## src/rtl/acc_pkg.sv

```systemverilog
// Shared sizing for the adder FSM and its datapath so both agree on the
// address width, plus a saturating increment used by the load counter.
package acc_pkg;

    localparam int ACC_DATA_W = 8;
    localparam int ACC_ADDR_W = 5;
    localparam int ACC_DEPTH  = 2 ** ACC_ADDR_W;

    function automatic logic [ACC_ADDR_W:0] sat_inc(input logic [ACC_ADDR_W:0] val);
        return (val == '1) ? val : val + 1'b1;
    endfunction

endpackage

```

## src/rtl/acc_datapath_ram_sync.sv

```systemverilog
// Single-write-port synchronous RAM with a registered, read-first output.
// The output register holds its word while re is low and clears on reset.
module ram_sync #(
    parameter int DATA_W = 8,
    parameter int ADDR_W = 5,
    parameter int DEPTH  = 2 ** ADDR_W
) (
    input  logic              clk,
    input  logic              rst,
    input  logic              we,
    input  logic [ADDR_W-1:0] waddr,
    input  logic [DATA_W-1:0] wdata,
    input  logic              re,
    input  logic [ADDR_W-1:0] raddr,
    output logic [DATA_W-1:0] rdata_o
);

    logic [DATA_W-1:0] mem_q [DEPTH];
    logic [DATA_W-1:0] rdata_q;

    // Array contents survive reset; only the read register is cleared.
    always_ff @(posedge clk) begin
        if (we) begin
            mem_q[waddr] <= wdata;
        end
    end

    always_ff @(posedge clk or posedge rst) begin
        if (rst) begin
            rdata_q <= '0;
        end else if (re) begin
            rdata_q <= mem_q[raddr];
        end
    end

    assign rdata_o = rdata_q;

endmodule

```

## src/rtl/acc_datapath.sv

```systemverilog
// Datapath behind the adder FSM: operand/result RAM, sticky-overflow
// accumulator, saturating load counter and a valid/ack result register.
module acc_datapath
    import acc_pkg::*;
#(
    parameter int DATA_W = ACC_DATA_W,
    parameter int ADDR_W = ACC_ADDR_W,
    parameter int DEPTH  = ACC_DEPTH
) (
    input  logic              clk,
    input  logic              reset,
    input  logic [ADDR_W-1:0] address,
    input  logic              rden,
    input  logic              wren,
    input  logic              load,
    input  logic              transf,
    input  logic              clear,
    input  logic              ready,
    input  logic              pre_we,
    input  logic [ADDR_W-1:0] pre_addr,
    input  logic [DATA_W-1:0] pre_wdata,
    output logic [DATA_W-1:0] result,
    output logic              result_ovf,
    output logic              result_valid,
    input  logic              result_ack,
    output logic [ADDR_W:0]   sum_count
);

    localparam logic [ADDR_W:0] COUNT_MAX = '1;

    logic [DATA_W-1:0] acc_q, acc_d;
    logic              ovf_q, ovf_d;
    logic [ADDR_W:0]   count_q, count_d;
    logic [DATA_W-1:0] result_q, result_d;
    logic              result_ovf_q, result_ovf_d;
    logic              valid_q, valid_d;

    logic [DATA_W-1:0] mem_rdata;
    logic [DATA_W:0]   sum;
    logic              ram_we;
    logic [ADDR_W-1:0] ram_waddr;
    logic [DATA_W-1:0] ram_wdata;

    // Write-back from the FSM beats a simultaneous preload.
    assign ram_we    = wren | (pre_we & ready);
    assign ram_waddr = wren ? address  : pre_addr;
    assign ram_wdata = wren ? result_q : pre_wdata;

    ram_sync #(
        .DATA_W (DATA_W),
        .ADDR_W (ADDR_W),
        .DEPTH  (DEPTH)
    ) u_ram (
        .clk     (clk),
        .rst     (reset),
        .we      (ram_we),
        .waddr   (ram_waddr),
        .wdata   (ram_wdata),
        .re      (rden),
        .raddr   (address),
        .rdata_o (mem_rdata)
    );

    assign sum = {1'b0, acc_q} + {1'b0, mem_rdata};

    always_comb begin
        acc_d        = acc_q;
        ovf_d        = ovf_q;
        count_d      = count_q;
        result_d     = result_q;
        result_ovf_d = result_ovf_q;
        valid_d      = valid_q;

        if (clear) begin
            acc_d   = '0;
            ovf_d   = 1'b0;
            count_d = '0;
        end else if (load) begin
            acc_d   = sum[DATA_W-1:0];
            ovf_d   = ovf_q | sum[DATA_W];
            count_d = (count_q == COUNT_MAX) ? count_q : count_q + 1'b1;
        end

        // Transfer samples the pre-edge accumulator and wins over an ack.
        if (transf) begin
            result_d     = acc_q;
            result_ovf_d = ovf_q;
            valid_d      = 1'b1;
        end else if (result_ack) begin
            valid_d      = 1'b0;
        end
    end

    always_ff @(posedge clk or posedge reset) begin
        if (reset) begin
            acc_q        <= '0;
            ovf_q        <= 1'b0;
            count_q      <= '0;
            result_q     <= '0;
            result_ovf_q <= 1'b0;
            valid_q      <= 1'b0;
        end else begin
            acc_q        <= acc_d;
            ovf_q        <= ovf_d;
            count_q      <= count_d;
            result_q     <= result_d;
            result_ovf_q <= result_ovf_d;
            valid_q      <= valid_d;
        end
    end

    assign result       = result_q;
    assign result_ovf   = result_ovf_q;
    assign result_valid = valid_q;
    assign sum_count    = count_q;

endmodule

```

## config.mk

```make
export PLATFORM = sky130hd
export DESIGN_NAME = acc_datapath
export DESIGN_NICKNAME = d
export VERILOG_FILES = /design/src/rtl/acc_pkg.sv /design/src/rtl/acc_datapath_ram_sync.sv /design/src/rtl/acc_datapath.sv
export SDC_FILE = /design/constraint.sdc
export NUM_CORES = 1
export LEC_CHECK = 0
export ABC_AREA = 1
export BUFFER_PORTS_ARGS = -buffer_cell sky130_fd_sc_hd__clkbuf_2
export CAP_MARGIN = 5
export CELL_PAD_IN_SITES_DETAIL_PLACEMENT = 0
export CELL_PAD_IN_SITES_GLOBAL_PLACEMENT = 1
export CORE_ASPECT_RATIO = 0.6
export CORE_MARGIN = 4
export CORE_UTILIZATION = 43
export DETAILED_ROUTE_END_ITERATION = 10
export GPL_TIMING_DRIVEN = 0
export PLACE_DENSITY_LB_ADDON = 0.1
export SYNTH_ARGS = -nofsm -noshare
export SYNTH_HDL_FRONTEND = slang
export SYNTH_HIERARCHICAL = 1
export SYNTH_SLANG_ARGS = --single-unit
```

## constraint.sdc

```tcl
create_clock -name clk -period 2.33 [get_ports clk]
set_input_delay 0.3495 -clock clk [delete_from_list [all_inputs] [get_ports clk]]
set_output_delay 0.3495 -clock clk [all_outputs]
set_load 0.02 [all_outputs]
```

==> results.md <==
* Status: finished, violations left
* Failing checks: setup timing
* Register-to-register setup slack at 520 ps
* Die footprint at 0.0317 mm2
* Final min period at 2400 ps
* YS warnings at 6
* Max Cap Viol at 0
* Element type at the critical path end: register
* Hold Crit Endpoint: ovf_q$_DFFE_PP0P_
* Critical path arrival at approximately 2600 ps
* Worst r2r dst: ovf_q$_DFFE_PP0P_
* Root Buffer: clkbuf_16
* Drt wl/cell at 23.7 um
* Max VDD drop at 0.538 mV
* First-pass GRT wire length at roughly 55000 um
* Initial Util at 0.443
* Layout area overhead at 17.1%
* Total track usage at 0.241
* Synth Register Bits at 289
* Commonest non-fill, non-tap cell in the layout: nand2_1
* Sequential-to-total area share from yosys stat at 0.686
* Total gr overflow at 0
* Total core area at 0.0280 mm2
* CTS Buffer Depth at 3
* CP Cell Sequence: clkbuf_2 > inv_1 > buf_2 > nand2_1 > nand2_1 > nand3_2 > nor2_4
* Hold Path Depth at 2
* Routed via count at between 8000 and 9000
* Diodes inserted at 0
* Clk_skew at about 8.4 ps
* Final-layout fill cell count at 2488
* Worst Path Max Fanout at 10
* DIE WIDTH at ~230 um
* Vias in the first global route at roughly 8100
* Commonest non-fill, non-tap cells in the layout: nand2_1, edfxtp_1, nand3_1
* Hold wc startpoint: clear
* Skew-Pair Late Insertion Delay at roughly 550 ps
* Max-slew violations at 0
* Buffers on Ports at 41
* Final hold violations at 0
* Nets at 1256
* Fmax achieved at 418 MHz
* Layout cells sized above 1 at 0.150
* Worst Setup Start Kind: input pin
* Post-route DRC at 0
* Largest net degree at the start of global routing at 33
* Final Worst Setup Slack at -65.1 ps
* CP max stage cell: nand3_2
* Post-synth cell types at 33
* Post-DR vias/cell at 5.46
* Type of the worst setup path: in2reg
* Cell Pwr Density at a little over 800 mW/mm2
* Clock sink count at 289
* Worst r2r src: acc_q[0]$_DFFE_PP0P_
* Average cell area after synthesis at 10.9 um2
* Drt first pass iters at 6
* I/O pin cnt at between 40 and 50
* Fin crit share at 1.03
* H-tree lvl count at 1
* Crit-path leading delay family: simple AND/OR/NAND/NOR gates
* Routed Antenna Nets at 0
* Min-Delay Path Class: in2reg
* Number of cells on the worst reg-to-reg path at 8
* Post-Syn Instances at 1135
* Critical Path Max Stage Delay at 530 ps
* Util after Layout at 0.519
* Initial antenna violation count at 0
* Mapped cell area at 0.0124 mm2
* FP Rows at 47
* Vert. Die Dim at 140 um
* Routability Congestion at around 0.96
* Dpl hpwl at approximately 27000 um
* Endpoints failing setup at 100
* Synth Net Count at 1173
* Crit path top cell by count: nand2_1
* Clock slew at reported path FFs at approximately 60 ps
* Final WL at approximately 38000 um
* Final Power at 11.8 mW
* Iter 0 DRT Violations at 971
* Crit path required time at 2540 ps
* Worst Tran Pin Value at 1120 ps
* RSZ-0062 raised after global routing: yes
* Worst path bufs/invs at 3
* CTS buffer count at 29
* TritonCTS clock tree: done
* Pleak at 5.63 nW
* Relative slew slack at 0.253
==> Yosys cell counts <==
master	number	area, um2
nor3_2	1	10.0
buf_6	24	270
nand3_1	240	1200
nand2_2	1	6.26
a22o_1	2	17.5
inv_1	36	135
nand3b_1	2	15.0
edfxtp_1	256	7690
nor2_2	1	6.26
buf_4	4	30.0
and2_1	1	6.26
a32o_1	1	10.0
fa_1	1	20.0
nand2_4	1	11.3
inv_2	3	11.3
ha_1	9	113
o21bai_1	1	7.51
or2_2	2	12.5
xnor2_1	1	8.76
buf_2	17	85.1
buf_1	3	11.3
dfrtp_1	33	826
o21ai_0	19	95.1
nand3_2	1	10.0
or2_1	1	6.26
xor2_1	1	8.76
nand4_1	1	6.26
nor2_1	37	139
clkbuf_1	9	33.8
o21ai_1	1	5.00
o21a_1	1	7.51
a21oi_1	7	35.0
nand2_1	417	1570
==> routing by layer <==
metal	vias to the layer above	wire length (um)	track usage
met5	-	0	0
li1	4085	-	-
met4	0	769	0.0458
met3	51	3450	0.0533
met2	345	14600	0.310
met1	4289	19200	0.410
==> worst max-delay path by stage <==
stage          from  slack (ps)  cells past startpoint                      endpoint
2_1_floorplan  wren         -10                      3   u_ram/mem_q[0][4]$_DFFE_PP_
3_3_place_gp   wren       -3660                      4  u_ram/mem_q[19][4]$_DFFE_PP_
3_5_place_dp   wren       -1410                      7   u_ram/mem_q[9][0]$_DFFE_PP_
4_1_cts        wren        -110                      8  u_ram/mem_q[28][5]$_DFFE_PP_
5_1_grt        wren        -160                      7  u_ram/mem_q[19][7]$_DFFE_PP_
6_report       wren         -70                      7  u_ram/mem_q[18][2]$_DFFE_PP_
==> cells by family (layout without fill, tap and decap cells) <==
family	count (synthesis)	after routing	synth area share
and+or+nand+nor	706	706	0.241
DFF	289	289	0.686
buffers and inverters	96	200	0.0465
AOI/OAI and AO/OA	32	32	0.0143
adders and majority gates	10	10	0.0107
xor gates and xnor gates	2	2	0.00141
==> per-stage QoR <==
step                      setup WS, ps  std cells  hold slack [ps]  TNS [ps]  cell area (um2)
final                            -65.1       1606             60.9     -3940            14500
after global routing              -157       1606             54.6    -19080            14500
after CTS                         -112       1606             33.5     -5750            14500
after detailed placement         -1410       1550              323   -341720            13400
after global placement           -3660       1543              316  -1020940            13100
after floorplan                  -11.9       1135              165     -1530            12400
==> sequential cells by signal (all words and copies together), names as in the netlist <==
name,cells
acc_q,8
ovf_q,1
result,8
result_ovf,1
result_valid,1
sum_count,6
u_ram/mem_q,256
u_ram/rdata_o,8
==> where the power goes <==
group / leakage, nW / internal [mW] / switching (mW)
registers: 2.77 / 5.86 / 0.0794
clock network: 0.424 / 2.51 / 1.93
logic: 2.43 / 0.415 / 1.03
total: 5.63 / 8.78 / 3.04
==> area by class of cell <==
cell class              instances  area, um2  share of cell area
clock inverters                13        111             0.00766
clock buffers                  39        763              0.0525
well taps                     367        459              0.0316
repair buffers                 52        425              0.0293
plain buffers                  57        432              0.0297
multi-input cells             750       3690               0.254
inverters                      39        146              0.0101
flip-flops and latches        289       8510               0.585
==> timing repair <==
action | in CTS | in global routing
pin swaps | 1 | 0
setup buffers | 2 | 0
resized for setup | 63 | 10
hold buffers | 2 | 0
cloned | 0 | 0
endpoints found under the hold margin | 9 | 0
endpoints found under the setup margin | 256 | 252
Note: power is estimated with default switching activity, not from simulation.
